==> src/rtl/shape_calc_engine.sv <==
// Shape calculation stage: perimeter/area/predicates for RECTANGLE and TRIANGLE with a valid/ready response.
// Optional macro SHAPE_CALC_FAST_MUL_EN replaces the W-cycle shift-add multiplier with a combinational one.
module shape_calc_engine #(
    parameter int unsigned W = 16
) (
    input  logic             clk,
    input  logic             rst,
    input  logic             start,
    input  logic [1:0]       shape,
    input  logic [5:0]       operation,
    input  logic [W-1:0]     side_a,
    input  logic [W-1:0]     side_b,
    input  logic [W-1:0]     side_c,
    output logic             busy,
    output logic             result_valid,
    input  logic             result_ready,
    output logic [2*W-1:0]   result,
    output logic             result_err
);
    localparam int unsigned RW = 2 * W;
    localparam logic [1:0] ShapeRect = 2'b01;
    localparam logic [1:0] ShapeTri  = 2'b10;
    localparam logic [5:0] OpPerim   = 6'h00;
    localparam logic [5:0] OpArea    = 6'h01;
    localparam logic [5:0] OpIsSq    = 6'h10;
    localparam logic [5:0] OpIsEq    = 6'h20;
    localparam logic [5:0] OpIsIso   = 6'h21;

    typedef enum logic [1:0] {StIdle, StMul, StResp} state_e;

    state_e          state_q;
    logic            busy_q;
    logic            valid_q;
    logic            err_q;
    logic [RW-1:0]   result_q;

    logic [RW-1:0]   a_ext, b_ext, c_ext;
    logic            ab_eq, bc_eq, ac_eq;
    logic            legal;
    logic [RW-1:0]   calc;

    assign a_ext = RW'(side_a);
    assign b_ext = RW'(side_b);
    assign c_ext = RW'(side_c);
    assign ab_eq = (side_a == side_b);
    assign bc_eq = (side_b == side_c);
    assign ac_eq = (side_a == side_c);

`ifdef SHAPE_CALC_FAST_MUL_EN
    logic [RW-1:0] prod;
    assign prod = a_ext * b_ext;
`else
    localparam int unsigned CntW = $clog2(W) + 1;
    logic            go_mul;
    logic [RW-1:0]   mcand_q;
    logic [W-1:0]    mplier_q;
    logic [RW-1:0]   acc_q;
    logic [RW-1:0]   acc_nxt;
    logic [CntW-1:0] cnt_q;
    logic            tri_q;

    assign acc_nxt = mplier_q[0] ? acc_q + mcand_q : acc_q;
`endif

    // Decode legality and the single-cycle result straight from the request inputs.
    always_comb begin
        legal = 1'b0;
        calc  = '0;
`ifndef SHAPE_CALC_FAST_MUL_EN
        go_mul = 1'b0;
`endif
        if (shape == ShapeRect || shape == ShapeTri) begin
            case (operation)
                OpPerim: begin
                    legal = 1'b1;
                    calc  = (shape == ShapeRect) ? (a_ext + b_ext) << 1 : a_ext + b_ext + c_ext;
                end
                OpArea: begin
                    legal = 1'b1;
`ifdef SHAPE_CALC_FAST_MUL_EN
                    calc  = (shape == ShapeTri) ? prod >> 1 : prod;
`else
                    go_mul = 1'b1;
`endif
                end
                OpIsSq: begin
                    if (shape == ShapeRect) begin
                        legal   = 1'b1;
                        calc[0] = ab_eq;
                    end
                end
                OpIsEq: begin
                    if (shape == ShapeTri) begin
                        legal   = 1'b1;
                        calc[0] = ab_eq && bc_eq;
                    end
                end
                OpIsIso: begin
                    if (shape == ShapeTri) begin
                        legal   = 1'b1;
                        calc[0] = ab_eq || bc_eq || ac_eq;
                    end
                end
                default: ;
            endcase
        end
    end

    always_ff @(posedge clk) begin
        if (rst) begin
            state_q  <= StIdle;
            busy_q   <= 1'b0;
            valid_q  <= 1'b0;
            err_q    <= 1'b0;
            result_q <= '0;
`ifndef SHAPE_CALC_FAST_MUL_EN
            mcand_q  <= '0;
            mplier_q <= '0;
            acc_q    <= '0;
            cnt_q    <= '0;
            tri_q    <= 1'b0;
`endif
        end else begin
            case (state_q)
                StIdle: begin
                    if (start) begin
                        busy_q <= 1'b1;
`ifdef SHAPE_CALC_FAST_MUL_EN
                        state_q  <= StResp;
                        valid_q  <= 1'b1;
                        result_q <= legal ? calc : '0;
                        err_q    <= !legal;
`else
                        if (go_mul) begin
                            state_q  <= StMul;
                            mcand_q  <= a_ext;
                            mplier_q <= side_b;
                            acc_q    <= '0;
                            cnt_q    <= '0;
                            tri_q    <= (shape == ShapeTri);
                        end else begin
                            state_q  <= StResp;
                            valid_q  <= 1'b1;
                            result_q <= legal ? calc : '0;
                            err_q    <= !legal;
                        end
`endif
                    end
                end
`ifndef SHAPE_CALC_FAST_MUL_EN
                StMul: begin
                    acc_q    <= acc_nxt;
                    mcand_q  <= mcand_q << 1;
                    mplier_q <= mplier_q >> 1;
                    cnt_q    <= cnt_q + CntW'(1);
                    // Last iteration: publish the product including this cycle's partial sum.
                    if (cnt_q == CntW'(W - 1)) begin
                        state_q  <= StResp;
                        valid_q  <= 1'b1;
                        result_q <= tri_q ? acc_nxt >> 1 : acc_nxt;
                        err_q    <= 1'b0;
                    end
                end
`endif
                StResp: begin
                    if (result_ready) begin
                        state_q  <= StIdle;
                        busy_q   <= 1'b0;
                        valid_q  <= 1'b0;
                        err_q    <= 1'b0;
                        result_q <= '0;
                    end
                end
                default: begin
                    state_q <= StIdle;
                    busy_q  <= 1'b0;
                    valid_q <= 1'b0;
                end
            endcase
        end
    end

    assign busy         = busy_q;
    assign result_valid = valid_q;
    assign result       = result_q;
    assign result_err   = err_q;

endmodule

==> config.mk <==
export PLATFORM = sky130hd
export DESIGN_NAME = shape_calc_engine
export DESIGN_NICKNAME = d
export VERILOG_FILES = /design/src/rtl/shape_calc_engine.sv
export SDC_FILE = /design/constraint.sdc
export NUM_CORES = 1
export LEC_CHECK = 0
export BUFFER_PORTS_ARGS = -buffer_cell sky130_fd_sc_hd__buf_4
export CORE_MARGIN = 5
export CORE_UTILIZATION = 59
export DETAILED_ROUTE_END_ITERATION = 6
export PLACE_DENSITY = 0.8
export SYNTH_ARGS = -nofsm -noshare
export SYNTH_HDL_FRONTEND = slang
export SYNTH_SLANG_ARGS = --single-unit
export TNS_END_PERCENT = 50
==> constraint.sdc <==
create_clock -name clk -period 12.4 [get_ports clk]
set_clock_uncertainty 0.2 [all_clocks]
set_input_delay 1.24 -clock clk [delete_from_list [all_inputs] [get_ports clk]]
set_output_delay 1.24 -clock clk [all_outputs]
set_load 0.05 [all_outputs]
== Word level (Yosys, flattened, before mapping) ==
Index checks and enable logic that the tools add are counted.
Word-level totals
  bits in registers: 123
  output and inout port bits: 35
Operators by class
  add/sub/neg operators: 4
  equal/unequal tests: 17
  multiplexer cells: 49
  bitwise gates (word level): 1
  reduce and logical (&&, ||, !) cells: 17
Operators by type and width (number)
  32-bit 2-to-1 mux: 12
  32-bit case mux with 2 select lines: 2
  32-bit case mux with 3 select lines: 1
  16-bit == test: 3
  32-bit adder: 1
  16-bit 2-to-1 mux: 2
  16-bit case mux with 2 select lines: 1
  17-bit by 16-bit adder with 18-bit output: 1
  18-bit 2-to-1 mux: 1
  16-bit by 16-bit adder with 17-bit output: 1
  17-bit 2-to-1 mux: 1
  1-bit 2-to-1 mux: 16
  6-bit == test, second input constant: 2
  1-bit case mux with 3 select lines: 4
  3-bit AND reduction: 4
  5-bit 2-to-1 mux: 2
  2-bit inequality test, second input constant: 5
  5-bit case mux with 2 select lines: 1
  2-bit 2-to-1 mux: 4
  6-bit by 1-bit == test with 1-bit output, second input constant: 1
  6-bit by 5-bit == test with 1-bit output, second input constant: 1
  6-bit zero test: 1
  2-bit case mux with 3 select lines: 1
  5-bit by 1-bit adder with 5-bit output, second input constant: 1
  14 further kinds: 19

== Logic depth before layout (Yosys ltp) ==
Gate-level depths: netlist of the first run.
  depth after elaboration: 10
  mapped depth: 19
  mapped depth without buffers: 19

== Least setup slack after synthesis of the first run ==
Ideal clock, no wire load.
  path type: in2reg
  from: in side_a[3]
  to: reg result_q[16] (netlist: result[16])
  library setup time: 0.101 ns
  arrival: 4.459 ns
  required time: 12.099 ns
  setup slack: 7.640 ns
  cell stages on the path: 15
  cell sequence: ha_1 -> a21o_1 -> a31o_2 -> a21oi_1 -> xnor2_1 -> ha_1 -> or2_2 -> a21o_1 -> o41a_1 -> a211o_1 -> a21o_1 -> a221oi_2 -> o21ai_1 -> xnor2_1 -> o41ai_1
Between the ends
  longest elaborated chain between the ends: 9
Ends and longest elaborated chain
  start, declared: RTL line 11  | input logic [W-1:0] side_a,
  16-bit by 16-bit adder with 17-bit output (*): RTL line 76  | calc = (shape == ShapeRect) ? (a_ext + b_ext) << 1 : a_ext + b_ext + c_ext;
  17-bit by 16-bit adder with 18-bit output: RTL line 76
  18-bit 2-to-1 mux (*): RTL line 76
  17-bit 2-to-1 mux (*): RTL line 73  | case (operation)
  32-bit 2-to-1 mux (*): RTL line 72  | if (shape == ShapeRect || shape == ShapeTri) begin
  32-bit 2-to-1 mux (*): RTL line 144  | result_q <= legal ? calc : '0;
  32-bit 2-to-1 mux (*): RTL line 134  | if (go_mul) begin
  32-bit 2-to-1 mux (*): RTL line 126  | if (start) begin
  32-bit case mux with 3 select lines (*): RTL line 124  | case (state_q)
  end signal, assigned: RTL line 144
  end signal, assigned: RTL line 160  | result_q <= tri_q ? acc_nxt >> 1 : acc_nxt;
  end, declared: RTL line 35  | logic [RW-1:0] result_q;
Every way passes the cells marked *; elsewhere a longest branch is shown, timed or not. The select of a mux whose other input is x is not followed.
A chain may end at the register's enable or synchronous reset.

== Worst setup path in the final report of the first run ==
Same ends and word-level chain as after synthesis.

==> qor.txt, run 1 <==
gr usage total - 31.4%
crit path capture type - register
ranking of synthesized cells by area - dfxtp_1 26%, ha_1 9.4%, a21oi_1 5.6%
f_max - 0.210 GHz
GRT overflow - 0
ys flop type - dfxtp_1
Worst-path clk slew - 0.06 ns
DP Worst Slack - 7.29 ns
top cell type by total area after synthesis - dfxtp_1
RSZ-0062 raised after global routing - false
clk sinks - 123
Initial Utilization - 59.9%
mux share of post-synthesis cell area - 7.11%
Synth top area share - 26.0%
Net count, final - 1,358
Synth Area in Adders - 10.0%
min Tclk post-route - 4.77 ns
outcome - completed
simple-gate share of the synthesized area - 17.1%
initial antenna violation count - 0
Startpoint Class - primary input
synth cell count leaders - 134 x nor2_1, 123 x dfxtp_1, 107 x a21oi_1, 98 x nand2_1, 71 x ha_1
WL final - 28.8 mm
remaining antenna violation count - 0
clock latency on the worst-skew pair - 0.43 ns
Hold Violations, Final - 0
chip width - 137 µm
Yosys warning count - 0
Port-buffer cells - 94
total CTS buffers - 17
Max Slew Vio Count - 0
critical path class - in -> reg
VDD IR max - 0.204 mV
Vert. Die Dim - 137 µm
HPWL after DPL - 21.0 mm
first-pass GRT wire length - 46.1 mm
Syn Nets - 1,299
Compound-Gate Fraction of Synth Area - 27.0%
Slew HR - 23.2%
Cell Area, Synth - 9480 µm²
asr flop ratio synth - 0%
io pins - 95
maxcap violations - 0
Post-synth EDFFs - 0
wire per inst - 19.8 µm
Lkg Pwr - 4.30 nW
combinational family with the most area after synthesis - compound AO/OA/AOI/OAI gates
Mapped Cells - 1,165
CTS Hold Bufs - 0
Final Cycle Share - 38.5%
Seq cells post-synth - 123
GPL Wtd Cong - 0.961
Worst Max-Slew Pin Slew - 1.15 ns
Hold WC Path Type - reg -> reg
drt drc - 0
post-layout worst setup margin - 7.63 ns
Yosys cell types - 89
1st-pass router iterations - 5
full die area - 18,700 µm²
CP required - 12.52 ns
Final TNS setup - 0 ns
xor and xnor area share after synthesis - 7.93%
syn_area_per_cell - 8.14 µm²
vias in the first global route - 8,759
pin count of the biggest net entering global routing - 85
Area growth syn-to-layout - 14.0%
layout cells sized above 1 - 15.1%
Seq/Total Area, Yosys - 26.0%
core area - 15,800 µm²
Root Buffer - clkbuf_16
# Post-CTS Setup Buffers - 0
total number of vias - 9,285
H-tree levels - 4
pwr dens - 157 nW/µm²
Max Root-Sink Buffers - 2
CTS tree - yes
Final Setup Violations - 0
count leader, synth - nor2_1
worst-path fanout max - 6
ant diodes - 0
Iter 0 DRT Violations - 866
Finished Core Util - 68.3%
CTS resizes - 0
row count - 46
Vias/cell - 6.39
Worst EP arrival - 4.89 ns
[worst max-delay path: stages]
cell	delay (ns)
buf_4	0.12
ha_1	0.37
a21o_1	0.20
a31o_2	0.23
a21oi_1	0.21
xnor2_1	0.17
ha_1	0.29
or2_2	0.32
a21o_1	0.18
o41a_1	0.12
a211o_1	0.31
a21o_1	0.22
a221oi_2	0.30
o21ai_1	0.11
xnor2_1	0.13
o41ai_1	0.35
[through the flow]
stage / cell area, µm² / hold slack (ns) / std cells / power, mW
final: 10800 / 0.250 / 1453 / 1.70
after CTS: 10800 / 0.251 / 1453 / 1.69
after global routing: 10800 / 0.272 / 1453 / 1.78
after global placement: 10200 / 0.240 / 1421 / 1.16
after floorplan: 9480 / 0.232 / 1165 / 0.985
after detailed placement: 10200 / 0.241 / 1421 / 1.16
[path summary, 6_finish.rpt]
path	slack (ns)	depth (start not counted)	start	endpoint
setup / recovery	7.63	16	side_a[3]	result[16]$_SDFFE_PP0P_
hold / removal	0.25	2	result_valid$_SDFFE_PP0P_	result_valid$_SDFFE_PP0P_
hold reg to reg	0.25	2	result_valid$_SDFFE_PP0P_	result_valid$_SDFFE_PP0P_
setup reg to reg	8.03	12	state_q[1]$_SDFFE_PP0P_	result[30]$_SDFFE_PP0P_
[logic make-up after synthesis]
kind of cell | count (synthesis)
buffers and inverters | 89
flip-flops | 123
AO/OA/AOI/OAI | 374
XOR/XNOR | 85
multiplexers | 63
AND/OR/NAND/NOR | 357
adder cells (fa/ha/maj) | 74
[routing by layer]
metal / routed length, µm / up-vias / share of wire [%] / global-route usage [%]
met5: 0 / - / 0 / 0
met4: 909 / 0 / 3.2 / 11.3
met3: 2360 / 76 / 8.2 / 6.32
met2: 13300 / 409 / 46 / 49.8
met1: 12300 / 4377 / 43 / 42.3
li1: - / 4423 / - / -
[power breakdown]
group / internal [mW] / total [mW] / switching (mW)
clock: 0.332 / 0.526 / 0.194
combinational: 0.239 / 0.691 / 0.452
sequential: 0.444 / 0.485 / 0.0414
[state kept, by name (all words and copies together), names as in the netlist, 2 cells and up]
signal and count:
acc_q 32, cnt_q 5, state_q 2, result 32, mcand_q 32, mplier_q 16
[cell type report]
type / count / area [µm²]
fill: 1352 / 5020
timing repair buffer: 104 / 781
multi-input combinational: 953 / 6580
clock inverter: 10 / 139
sequential: 123 / 2460
tap: 216 / 270
clock buffer: 22 / 474
inverter: 25 / 93.8
[placed cells by master, fill, tap and decap left out, drive strengths merged, types with 37 or more instances in the layout]
master | netlist | final
nor2 | 134 | 134
dfxtp | 123 | 123
a21oi | 110 | 110
buf | 13 | 104
nand2 | 99 | 99
ha | 71 | 71
o21ai | 61 | 61
a211oi | 50 | 50
mux2i | 49 | 49
xnor2 | 48 | 48
nand3 | 37 | 37
xor2 | 37 | 37
(Power assumes the default switching activity.)
==> run 2: changes to the inputs <==
- CORE_UTILIZATION: 59 -> 55
- PLACE_DENSITY: 0.8 -> 0.78
- clock period: 12.4 -> 4.1 ns (I/O delays scaled with it)
==> run 2 against run 1 <==
Wire length rose by 1.9%. Sequential share of layout area fell by 0.53 points. Clock-buffer cell count fell by 4. Critical path depth rose by 2. Via count rose by 0.83%. Design area rose by 2.4%. Sequential cell count did not move. Register-to-register slack got worse by 7.4 ns.
==> qor.txt, run 2 (same netlist as run 1, synthesis figures left out) <==
Worst EP arrival - 3.94 ns (was 4.89 ns)
Reg-to-Reg End - result[21]$_SDFFE_PP0P_ (was result[30]$_SDFFE_PP0P_)
Vert. Die Dim - 141 µm (was 137 µm)
Port-buffer cells - 94 (unchanged)
Slew HR - 41.0% (was 23.2%)
layout cells sized above 1 - 17.8% (was 15.1%)
Final Cycle Share - 92.8%
clock latency on the worst-skew pair - 0.43 ns (about the same)
wire per inst - 19.6 µm (was 19.8 µm)
Area growth syn-to-layout - 16.7% (was 14.0%)
GPL Wtd Cong - 0.951 (was 0.961)
initial antenna violation count - 0 (unchanged)
CP max-delay cell - ha_1 (unchanged)
Worst-path clk slew - 0.06 ns (about the same)
reg2reg start - mcand_q[0]$_SDFFE_PP0P_ (was state_q[1]$_SDFFE_PP0P_)
hold_ws - 0.0594 ns (was 0.250 ns)
post-layout worst setup margin - 0.297 ns (was 7.63 ns)
vias in the first global route - 8,964 (was 8,759)
most frequent cells in the layout - 138 x buf_4, 134 x nor2_1, 122 x dfxtp_1 (was 134 x nor2_1, 122 x dfxtp_1, 107 x a21oi_1)
ant diodes - 0 (unchanged)
leading cell type in the layout, fill and taps excluded - buf_4 (was nor2_1)
Worst Reg2Reg Path Length in Cells - 11 (was 12)
Worst Max-Slew Pin Slew - 0.884 ns (was 1.15 ns)
Critical Path Source - side_a[0] (was side_a[3])
Design Area, Final - 11,100 µm² (was 10,800 µm²)
clk sinks - 123 (unchanged)
multi-input logic area - 6600 µm² (was 6580 µm²)
Vias/cell - 6.25 (was 6.39)
worst-path fanout max - 5 (was 6)
cells along the critical path - buf_4 > ha_1 > inv_1 > fa_1 > nor2b_1 > o31a_1 > o21ai_0 > nor2b_2 > xnor2_2 > ha_1 > and3_1 > a211o_1 > a21o_1 > a221oi_2 > buf_4 > xnor2_1 > nand2_1 > a211oi_1 (was buf_4 > ha_1 > a21o_1 > a31o_2 > a21oi_1 > xnor2_1 > ha_1 > or2_2 > a21o_1 > o41a_1 > a211o_1 > a21o_1 > a221oi_2 > o21ai_1 > xnor2_1 > o41ai_1)
WL final - 29.4 mm (was 28.8 mm)
GRT overflow - 0 (unchanged)
Hold WC Path Type - in -> reg (was reg -> reg)
1st-pass router iterations - 5 (unchanged)
chip width - 141 µm (was 137 µm)
fill cell count - 1,496 (was 1,352)
Max Root-Sink Buffers - 2 (unchanged)
H-tree levels - 4 (unchanged)
min Tclk post-route - 3.80 ns
full die area - 20,000 µm² (was 18,700 µm²)
gr usage total - 29.6% (was 31.4%)
Lkg Pwr - 4.46 nW (was 4.30 nW)
Worst Setup EP - result[14]$_SDFFE_PP0P_ (was result[16]$_SDFFE_PP0P_)
register area - 2460 µm² (unchanged)
maxcap violations - 0 (unchanged)
core area - 17,100 µm² (was 15,800 µm²)
pin count of the biggest net entering global routing - 64 (was 85)
Startpoint Class - primary input (unchanged)
first-pass GRT wire length - 47.3 mm (was 46.1 mm)
total number of vias - 9,362 (was 9,285)
Final TNS setup - 0 ns (unchanged)
pwr dens - 461 nW/µm² (was 157 nW/µm²)
Iter 0 DRT Violations - 771 (was 866)
DP Worst Slack - -0.103 ns (was 7.29 ns)
VDD IR max - 0.793 mV (was 0.204 mV)
overall power - 5.10 mW (was 1.70 mW)
drt drc - 0 (unchanged)
Hold Violations, Final - 0 (unchanged)
io pins - 95 (unchanged)
HPWL after DPL - 22.0 mm (was 21.0 mm)
Initial Utilization - 55.4% (was 59.9%)
f_max - 0.263 GHz
Max Slew Vio Count - 0 (unchanged)
row count - 48 (was 46)
Root Buffer - clkbuf_16 (unchanged)
crit path capture type - register (unchanged)
outcome - completed (unchanged)
flop2flop setup slack - 0.60 ns (was 8.03 ns)
remaining antenna violation count - 0 (unchanged)
total CTS buffers - 17 (unchanged)
slowest stage delay, CP - 0.36 ns (was 0.37 ns)
CTS tree - yes (unchanged)
Final Setup Violations - 0 (unchanged)
RSZ-0062 raised after global routing - false (unchanged)
Net count, final - 1,393 (was 1,358)
CP required - 4.24 ns (was 12.52 ns)
Area after DPL - 10,500 µm² (was 10,200 µm²)
critical path class - in -> reg (unchanged)
[run 2: layout make-up]
cell class	count	area share, %
Clock buffer	18	3.88
Tap cell	225	2.54
Multi-Input combinational cell	953	59.7
Clock inverter	14	1.26
Timing Repair Buffer	139	9.55
Sequential cell	123	22.3
Inverter	25	0.848
[run 2: report_power, final]
part           total, mW  internal (mW)  leakage [nW]  switching, mW
registers           1.47           1.34         0.996          0.125
clock network       1.47          0.846         0.275          0.621
logic               2.17          0.796          3.19           1.37
total               5.10           2.98          4.46           2.12
[run 2: metrics by stage]
stage | cells | util [%]
final | 1497 | 64.6
after global routing | 1497 | 64.6
after CTS | 1496 | 64.5
after detailed placement | 1464 | 61.2
after global placement | 1464 | 61.2
after floorplan | 1165 | -
[run 2: worst max-delay path: cells and delay by family]
kind | cells | cell delay [ns]
xor+xnor | 2 | 0.20
simple gates | 4 | 0.57
compound gates | 6 | 1.60
buf+inv | 3 | 0.36
fa+ha+maj | 3 | 0.81
[run 2: what timing repair did]
action | CTS | global route
hold buffers | 0 | 0
buffers inserted | 0 | 1
setup endpoints to repair | 0 | 2
resized for setup | 0 | 3
[run 2: layer usage]
layer | part of all wire [%] | global-route usage [%] | vias to the layer above
met3 | 8.1 | 6.61 | 76
li1 | - | - | 4488
met4 | 3.7 | 12.1 | 0
met2 | 46 | 46.2 | 416
met1 | 43 | 39.5 | 4382
met5 | 0 | 0 | -
[run 2: worst min path at each step]
stage | startpoint | end | slack (ns) | cells after the start
finish | start | busy$_SDFFE_PP0P_ | 0.06 | 3
global route | side_b[15] | mplier_q[15]$_SDFFE_PP0P_ | 0.07 | 3
CTS | start | busy$_SDFFE_PP0P_ | 0.05 | 3
detailed placement | result[26]$_SDFFE_PP0P_ | result[26]$_SDFFE_PP0P_ | 0.25 | 2
global placement | cnt_q[4]$_SDFFE_PP0P_ | cnt_q[4]$_SDFFE_PP0P_ | 0.24 | 2
floorplan | cnt_q[4]$_SDFFE_PP0P_ | cnt_q[4]$_SDFFE_PP0P_ | 0.23 | 2
